$ cat src/rtl/simd_pkg.sv
// Shared opcode encodings, sequencer state type and opcode classifiers for the SIMD issue path.
package simd_pkg;

    localparam logic [3:0] OP_ADD   = 4'h0;
    localparam logic [3:0] OP_SUB   = 4'h1;
    localparam logic [3:0] OP_MUL   = 4'h2;
    localparam logic [3:0] OP_MAC   = 4'h3;
    localparam logic [3:0] OP_SHIFT = 4'h4;
    localparam logic [3:0] OP_AND   = 4'h8;
    localparam logic [3:0] OP_OR    = 4'h9;
    localparam logic [3:0] OP_XOR   = 4'hA;
    localparam logic [3:0] OP_NOT   = 4'hB;
    localparam logic [3:0] OP_NOP   = 4'hF;

    localparam logic [11:0] NOP_INSTR = 12'hF00;

    typedef enum logic [1:0] {
        ST_IDLE,
        ST_EXEC,
        ST_CAPT,
        ST_HOLD
    } state_e;

    // Opcodes that are sent to the datapath and produce a result.
    function automatic logic is_legal(input logic [3:0] op);
        case (op)
            OP_ADD, OP_SUB, OP_MUL, OP_MAC, OP_SHIFT,
            OP_AND, OP_OR, OP_XOR, OP_NOT: is_legal = 1'b1;
            default:                       is_legal = 1'b0;
        endcase
    endfunction

    // Opcodes that need the longer multiplier latency.
    function automatic logic is_mul(input logic [3:0] op);
        is_mul = (op == OP_MUL) || (op == OP_MAC);
    endfunction

endpackage

$ cat src/rtl/simd_instr_fifo.sv
// Instruction FIFO: DEPTH x WIDTH, count-based full/empty, flush empties it and drops a same-cycle push.
module simd_instr_fifo #(
    parameter int unsigned DEPTH = 4,
    parameter int unsigned WIDTH = 12
) (
    input  logic             clk,
    input  logic             rst,
    input  logic             flush,
    input  logic             push,
    input  logic [WIDTH-1:0] push_data,
    input  logic             pop,
    output logic [WIDTH-1:0] pop_data,
    output logic             empty,
    output logic             full
);

    localparam int unsigned AW = $clog2(DEPTH);
    localparam logic [AW:0] FULL_CNT = (AW+1)'(DEPTH);

    logic [WIDTH-1:0] mem_q [DEPTH];
    logic [WIDTH-1:0] mem_d [DEPTH];
    logic [AW-1:0]    wr_ptr_q, wr_ptr_d;
    logic [AW-1:0]    rd_ptr_q, rd_ptr_d;
    logic [AW:0]      count_q, count_d;
    logic             do_push;
    logic             do_pop;

    assign empty    = (count_q == '0);
    assign full     = (count_q == FULL_CNT);
    assign pop_data = mem_q[rd_ptr_q];

    // Next pointer/count/storage values; pointers wrap naturally since DEPTH is a power of two.
    always_comb begin
        mem_d    = mem_q;
        wr_ptr_d = wr_ptr_q;
        rd_ptr_d = rd_ptr_q;
        count_d  = count_q;
        do_push  = push && !full && !flush;
        do_pop   = pop && !empty && !flush;
        if (flush) begin
            wr_ptr_d = '0;
            rd_ptr_d = '0;
            count_d  = '0;
        end else begin
            if (do_push) begin
                mem_d[wr_ptr_q] = push_data;
                wr_ptr_d        = wr_ptr_q + 1'b1;
            end
            if (do_pop) begin
                rd_ptr_d = rd_ptr_q + 1'b1;
            end
            if (do_push && !do_pop) begin
                count_d = count_q + 1'b1;
            end else if (do_pop && !do_push) begin
                count_d = count_q - 1'b1;
            end
        end
    end

    // Pointer and occupancy registers.
    always_ff @(posedge clk) begin
        if (rst) begin
            wr_ptr_q <= '0;
            rd_ptr_q <= '0;
            count_q  <= '0;
        end else begin
            wr_ptr_q <= wr_ptr_d;
            rd_ptr_q <= rd_ptr_d;
            count_q  <= count_d;
        end
    end

    // Storage array; contents are only meaningful below count_q, so it is not reset.
    always_ff @(posedge clk) begin
        mem_q <= mem_d;
    end

endmodule

$ cat src/rtl/simd_issue_ctrl.sv
// Issue sequencer: buffers instructions, drives one op at a time to the SIMD datapath, captures its result.
module simd_issue_ctrl
    import simd_pkg::*;
#(
    parameter int unsigned DEPTH   = 4,
    parameter int unsigned ALU_LAT = 1,
    parameter int unsigned MUL_LAT = 2
) (
    input  logic        clk,
    input  logic        rst,
    input  logic [11:0] in_instr,
    input  logic        in_valid,
    output logic        in_ready,
    input  logic        flush,
    output logic [11:0] issue_instr,
    input  logic [31:0] simd_result,
    output logic [31:0] res_data,
    output logic        res_valid,
    input  logic        res_ready,
    output logic        busy,
    output logic        err_illegal,
    output logic [15:0] op_count
);

    localparam int unsigned MAX_LAT = (MUL_LAT > ALU_LAT) ? MUL_LAT : ALU_LAT;
    localparam int unsigned CW      = $clog2(MAX_LAT + 1);

    state_e        state_q, state_d;
    logic [11:0]   instr_q, instr_d;
    logic [CW-1:0] cnt_q, cnt_d;
    logic [31:0]   res_data_q, res_data_d;
    logic          res_valid_q, res_valid_d;
    logic          err_q, err_d;
    logic [15:0]   op_count_q, op_count_d;

    logic          fifo_pop;
    logic [11:0]   fifo_rd;
    logic          fifo_empty;
    logic          fifo_full;
    logic [3:0]    head_op;

    simd_instr_fifo #(
        .DEPTH (DEPTH),
        .WIDTH (12)
    ) u_fifo (
        .clk       (clk),
        .rst       (rst),
        .flush     (flush),
        .push      (in_valid && !fifo_full),
        .push_data (in_instr),
        .pop       (fifo_pop),
        .pop_data  (fifo_rd),
        .empty     (fifo_empty),
        .full      (fifo_full)
    );

    assign head_op     = fifo_rd[11:8];
    assign in_ready    = !fifo_full;
    assign busy        = (state_q != ST_IDLE) || !fifo_empty;
    assign res_data    = res_data_q;
    assign res_valid   = res_valid_q;
    assign err_illegal = err_q;
    assign op_count    = op_count_q;

    // Sequencer next-state, datapath drive and result capture; flush overrides everything but reset.
    always_comb begin
        state_d     = state_q;
        instr_d     = instr_q;
        cnt_d       = cnt_q;
        res_data_d  = res_data_q;
        res_valid_d = res_valid_q;
        err_d       = err_q;
        op_count_d  = op_count_q;
        fifo_pop    = 1'b0;
        issue_instr = NOP_INSTR;

        case (state_q)
            ST_IDLE: begin
                if (!fifo_empty) begin
                    fifo_pop = 1'b1;
                    instr_d  = fifo_rd;
                    if (is_legal(head_op)) begin
                        state_d = ST_EXEC;
                        cnt_d   = is_mul(head_op) ? CW'(MUL_LAT - 1) : CW'(ALU_LAT - 1);
                    end else if (head_op != OP_NOP) begin
                        err_d = 1'b1;
                    end
                end
            end
            ST_EXEC: begin
                issue_instr = instr_q;
                if (cnt_q == '0) begin
                    state_d = ST_CAPT;
                end else begin
                    cnt_d = cnt_q - 1'b1;
                end
            end
            ST_CAPT: begin
                res_data_d  = simd_result;
                res_valid_d = 1'b1;
                state_d     = ST_HOLD;
            end
            ST_HOLD: begin
                if (res_ready) begin
                    res_valid_d = 1'b0;
                    op_count_d  = op_count_q + 16'd1;
                    state_d     = ST_IDLE;
                end
            end
            default: begin
                state_d = ST_IDLE;
            end
        endcase

        // The head entry is discarded by the flush, so any decode of it is undone here.
        if (flush) begin
            state_d     = ST_IDLE;
            res_valid_d = 1'b0;
            op_count_d  = op_count_q;
            err_d       = err_q;
            fifo_pop    = 1'b0;
            issue_instr = NOP_INSTR;
        end
    end

    // Sequencer state and result registers.
    always_ff @(posedge clk) begin
        if (rst) begin
            state_q     <= ST_IDLE;
            instr_q     <= NOP_INSTR;
            cnt_q       <= '0;
            res_data_q  <= '0;
            res_valid_q <= 1'b0;
            err_q       <= 1'b0;
            op_count_q  <= '0;
        end else begin
            state_q     <= state_d;
            instr_q     <= instr_d;
            cnt_q       <= cnt_d;
            res_data_q  <= res_data_d;
            res_valid_q <= res_valid_d;
            err_q       <= err_d;
            op_count_q  <= op_count_d;
        end
    end

endmodule

$ cat config.mk
export PLATFORM = sky130hd
export DESIGN_NAME = simd_issue_ctrl
export DESIGN_NICKNAME = d
export VERILOG_FILES = /design/src/rtl/simd_pkg.sv /design/src/rtl/simd_instr_fifo.sv /design/src/rtl/simd_issue_ctrl.sv
export SDC_FILE = /design/constraint.sdc
export NUM_CORES = 1
export LEC_CHECK = 0
export CAP_MARGIN = 15
export CORE_MARGIN = 4
export CORE_UTILIZATION = 25
export CTS_CLUSTER_SIZE = 25
export DETAILED_ROUTE_END_ITERATION = 12
export PLACE_DENSITY = 0.49
export SYNTH_ARGS = -nofsm -noshare
export SYNTH_HDL_FRONTEND = slang
export SYNTH_SLANG_ARGS = --single-unit
$ cat constraint.sdc
create_clock -name clk -period 3 [get_ports clk]
set_input_delay 0.9 -clock clk [delete_from_list [all_inputs] [get_ports clk]]
set_output_delay 0.9 -clock clk [all_outputs]
set_load 0.05 [all_outputs]
==> flow_metrics.tcl, run 1 <==
set metrics [dict create \
    startpoint "flush" \
    timing_hold_violations_final 0 \
    cp-start-kind "primary input" \
    gp_congestion 0.715 \
    die_x_um 147 \
    drive_gt1_frac 0.128 \
    cts_setup_buffers 0 \
    synth_top_area_share 0.300 \
    rsz0062_at_grt "false" \
    drt-total-wl_mm 11.5 \
    synth_common_cells "73 x dfxtp_1, 61 x nor2_1, 48 x edfxtp_1" \
    crit_arrival_ps 2050 \
    cts-hold-fix-buffers 0 \
    worstSetupPathType "in -> out" \
    detail-route-antenna-nets 0 \
    rows 50 \
    max_freq_ghz 0.339 \
    htree_num_levels 4 \
    slew_violations 0 \
    antenna_found_initial 0 \
    route.detailed.drc 0 \
    first_global_vias 3515 \
    dr.pass1.iters 4 \
    design.die.area_um2 21700 \
    worst_slack_ps 46.0 \
    synth_area_per_cell_um2 11.8 \
    synth.most_common_cell "dfxtp_1" \
    netlist_top_cells_area "dfxtp_1 30%, edfxtp_1 30%, mux2i_1 7.0%" \
    clock_latency_ps 400 \
    setup_violations 0 \
    num_antenna_cells 0 \
    cts_tree "yes" \
    portBuffers 112 \
    synth_fp_nets 474 \
    ctsLongestPathBuffers 2 \
    crit_fanout 11 \
    power_density_nw_per_um2 582 \
    grt_max_degree 34 \
    ys.warnings.count 0 \
    area_delta_synth_final_pct 43.6 \
    routed_via_density 4.17 \
    endpoint_kind "output pin" \
    drt_iter0_drc 140 \
    max_slew_margin 0.605 \
    overflow 0 \
    grt_pass1_wl_mm 18.8 \
    synth_top_cell_by_area "dfxtp_1" \
    core_area_um2 18900 \
    post-route-period-util 0.985 \
    hp-class "reg -> reg" \
    tightest_slew_ps 592 \
    post-dp-hpwl_mm 8.32 \
    grt.total_usage 0.111 \
    worstPathRequired_ps 2100 \
    cts_root_buffer "clkbuf_16" \
    die_h_um 147 \
    start_util 0.257 \
    layout.nets 602 \
    tns_ps 0 \
    clk_pin_slew_ps 50 \
    worst-r2r-setup-slack_ps 660 \
    clock_skew_ps 5.90 \
    ys.flop_type "dfxtp_1" \
    yosys_register_bits 121 \
    vias 3390 \
    fillers 1873 \
    synth-edff-count 48 \
    cap_violations 0 \
    cts-buffers-inserted 17 \
    synth.distinct_cells 40 \
    place_ws_ps -125 \
    post_drt_wl_per_cell_um 14.2 \
    yosysSeqAreaShare 0.597 \
    ir_drop_v 0.000408 \
    num_io_pins 113 \
    worstHoldStart "cnt_q[1]" \
    r2r-start "u_fifo.rd_ptr_q[0]" \
    cts_resized 4 \
    synth_cells 412 \
    finalCriticalPeriod_ps 2950 \
    status "complete, no violations" \
    netlist_area_um2 4860 \
    clock-sinks 121 \
    async_flop_share 0 \
    power_leakage_nw 2.37 \
]
cells in the final DEF (no fill, tap or decap), drive strengths merged, types with 2 or more instances in the layout:
| cell | n |
|---|---|
| xor2 | 8 |
| clkdlybuf4s50 | 98 |
| nor2 | 61 |
| nand2b | 2 |
| o21ai | 7 |
| mux4 | 12 |
| bufinv | 2 |
| or3 | 10 |
| or2 | 2 |
| xnor2 | 10 |
| mux2i | 34 |
| clkinvlp | 2 |
| nor3 | 8 |
| ha | 12 |
| and2 | 12 |
| dfxtp | 73 |
| nor4 | 2 |
| inv | 14 |
| edfxtp | 48 |
| nand4 | 3 |
| buf | 28 |
| a21oi | 17 |
| o31ai | 2 |
| nand2 | 36 |
| clkbuf | 23 |
| nand3b | 4 |
| clkinv | 5 |
| nand3 | 5 |
critical path: stages:
cell and delay (ps):
clkdlybuf4s50_1 410, buf_4 190, or3_1 370, buf_6 180
power by group:
part           leakage, nW  switching, mW  internal [mW]  total, mW
sequential            1.03         0.0304           1.75       1.79
combinational         1.08          0.179          0.160      0.339
clock                0.266          0.705           1.24       1.94
total                 2.37          0.914           3.15       4.06
area by class of cell:
cell class	count	area, um^2	area share
multi-input cells	259	1840	0.264
clock buffers	23	458	0.0656
flip-flops and latches	121	2900	0.416
repair buffers	127	1300	0.186
inverters	14	52.6	0.00753
well taps	260	325	0.0466
clock inverters	9	101	0.0145
registers in the layout, summed over array words and instances, names as in the netlist, 2 cells and up:
register / flops
u_fifo.mem_q: 48
state_q: 2
cnt_q: 2
instr_q: 12
res_data: 32
u_fifo.count_q: 3
u_fifo.wr_ptr_q: 2
u_fifo.rd_ptr_q: 2
op_count: 16
cells by family after synthesis:
kind of cell | Yosys count | share of synthesized area
and+or+nand+nor | 151 | 0.144
DFF | 121 | 0.597
muxes | 46 | 0.126
buffers and inverters | 32 | 0.0268
AOI/OAI and AO/OA | 31 | 0.0396
xor gates and xnor gates | 18 | 0.0324
adders and majority gates | 13 | 0.0350
metal layers:
metal	track usage	up-vias	part of all wire	wire length, um
li1	-	1686	-	-
met5	0	-	0	0
met3	0.0374	9	0.058	666
met2	0.176	101	0.47	5420
met1	0.141	1594	0.46	5270
met4	0.0391	0	0.013	150
per-stage QoR:
| stage | power (mW) | std cells | hold WS, ps | cell area (um^2) | utilization |
|---|---|---|---|---|---|
| after floorplan | 2.01 | 412 | 431 | 4860 | - |
| after global placement | 2.16 | 781 | 441 | 6410 | 0.339 |
| after detailed placement | 2.17 | 781 | 443 | 6410 | 0.339 |
| after CTS | 4.13 | 813 | 451 | 6980 | 0.370 |
| after global routing | 4.25 | 813 | 495 | 6980 | 0.370 |
| final | 4.06 | 813 | 451 | 6980 | 0.370 |
path summary, 6_finish.rpt:
check,end,cells after the start
hold reg to reg,cnt_q[1],2
setup / recovery,issue_instr[10],4
setup reg to reg,cnt_q[0],5
hold / removal,cnt_q[1],2
Note: power is estimated with default switching activity, not from simulation.
==> run 2: changes to the inputs <==
--- a/config.mk
+++ b/config.mk
@@ -14,3 +14,4 @@
 export SYNTH_ARGS = -nofsm -noshare
 export SYNTH_HDL_FRONTEND = slang
 export SYNTH_SLANG_ARGS = --single-unit
+export TNS_END_PERCENT = 20
==> results of run 2 <==
No change in the layout: final DEF, timing and power equal those of run 1.
Among the figures that moved: number of gates resized after CTS 4 -> 3
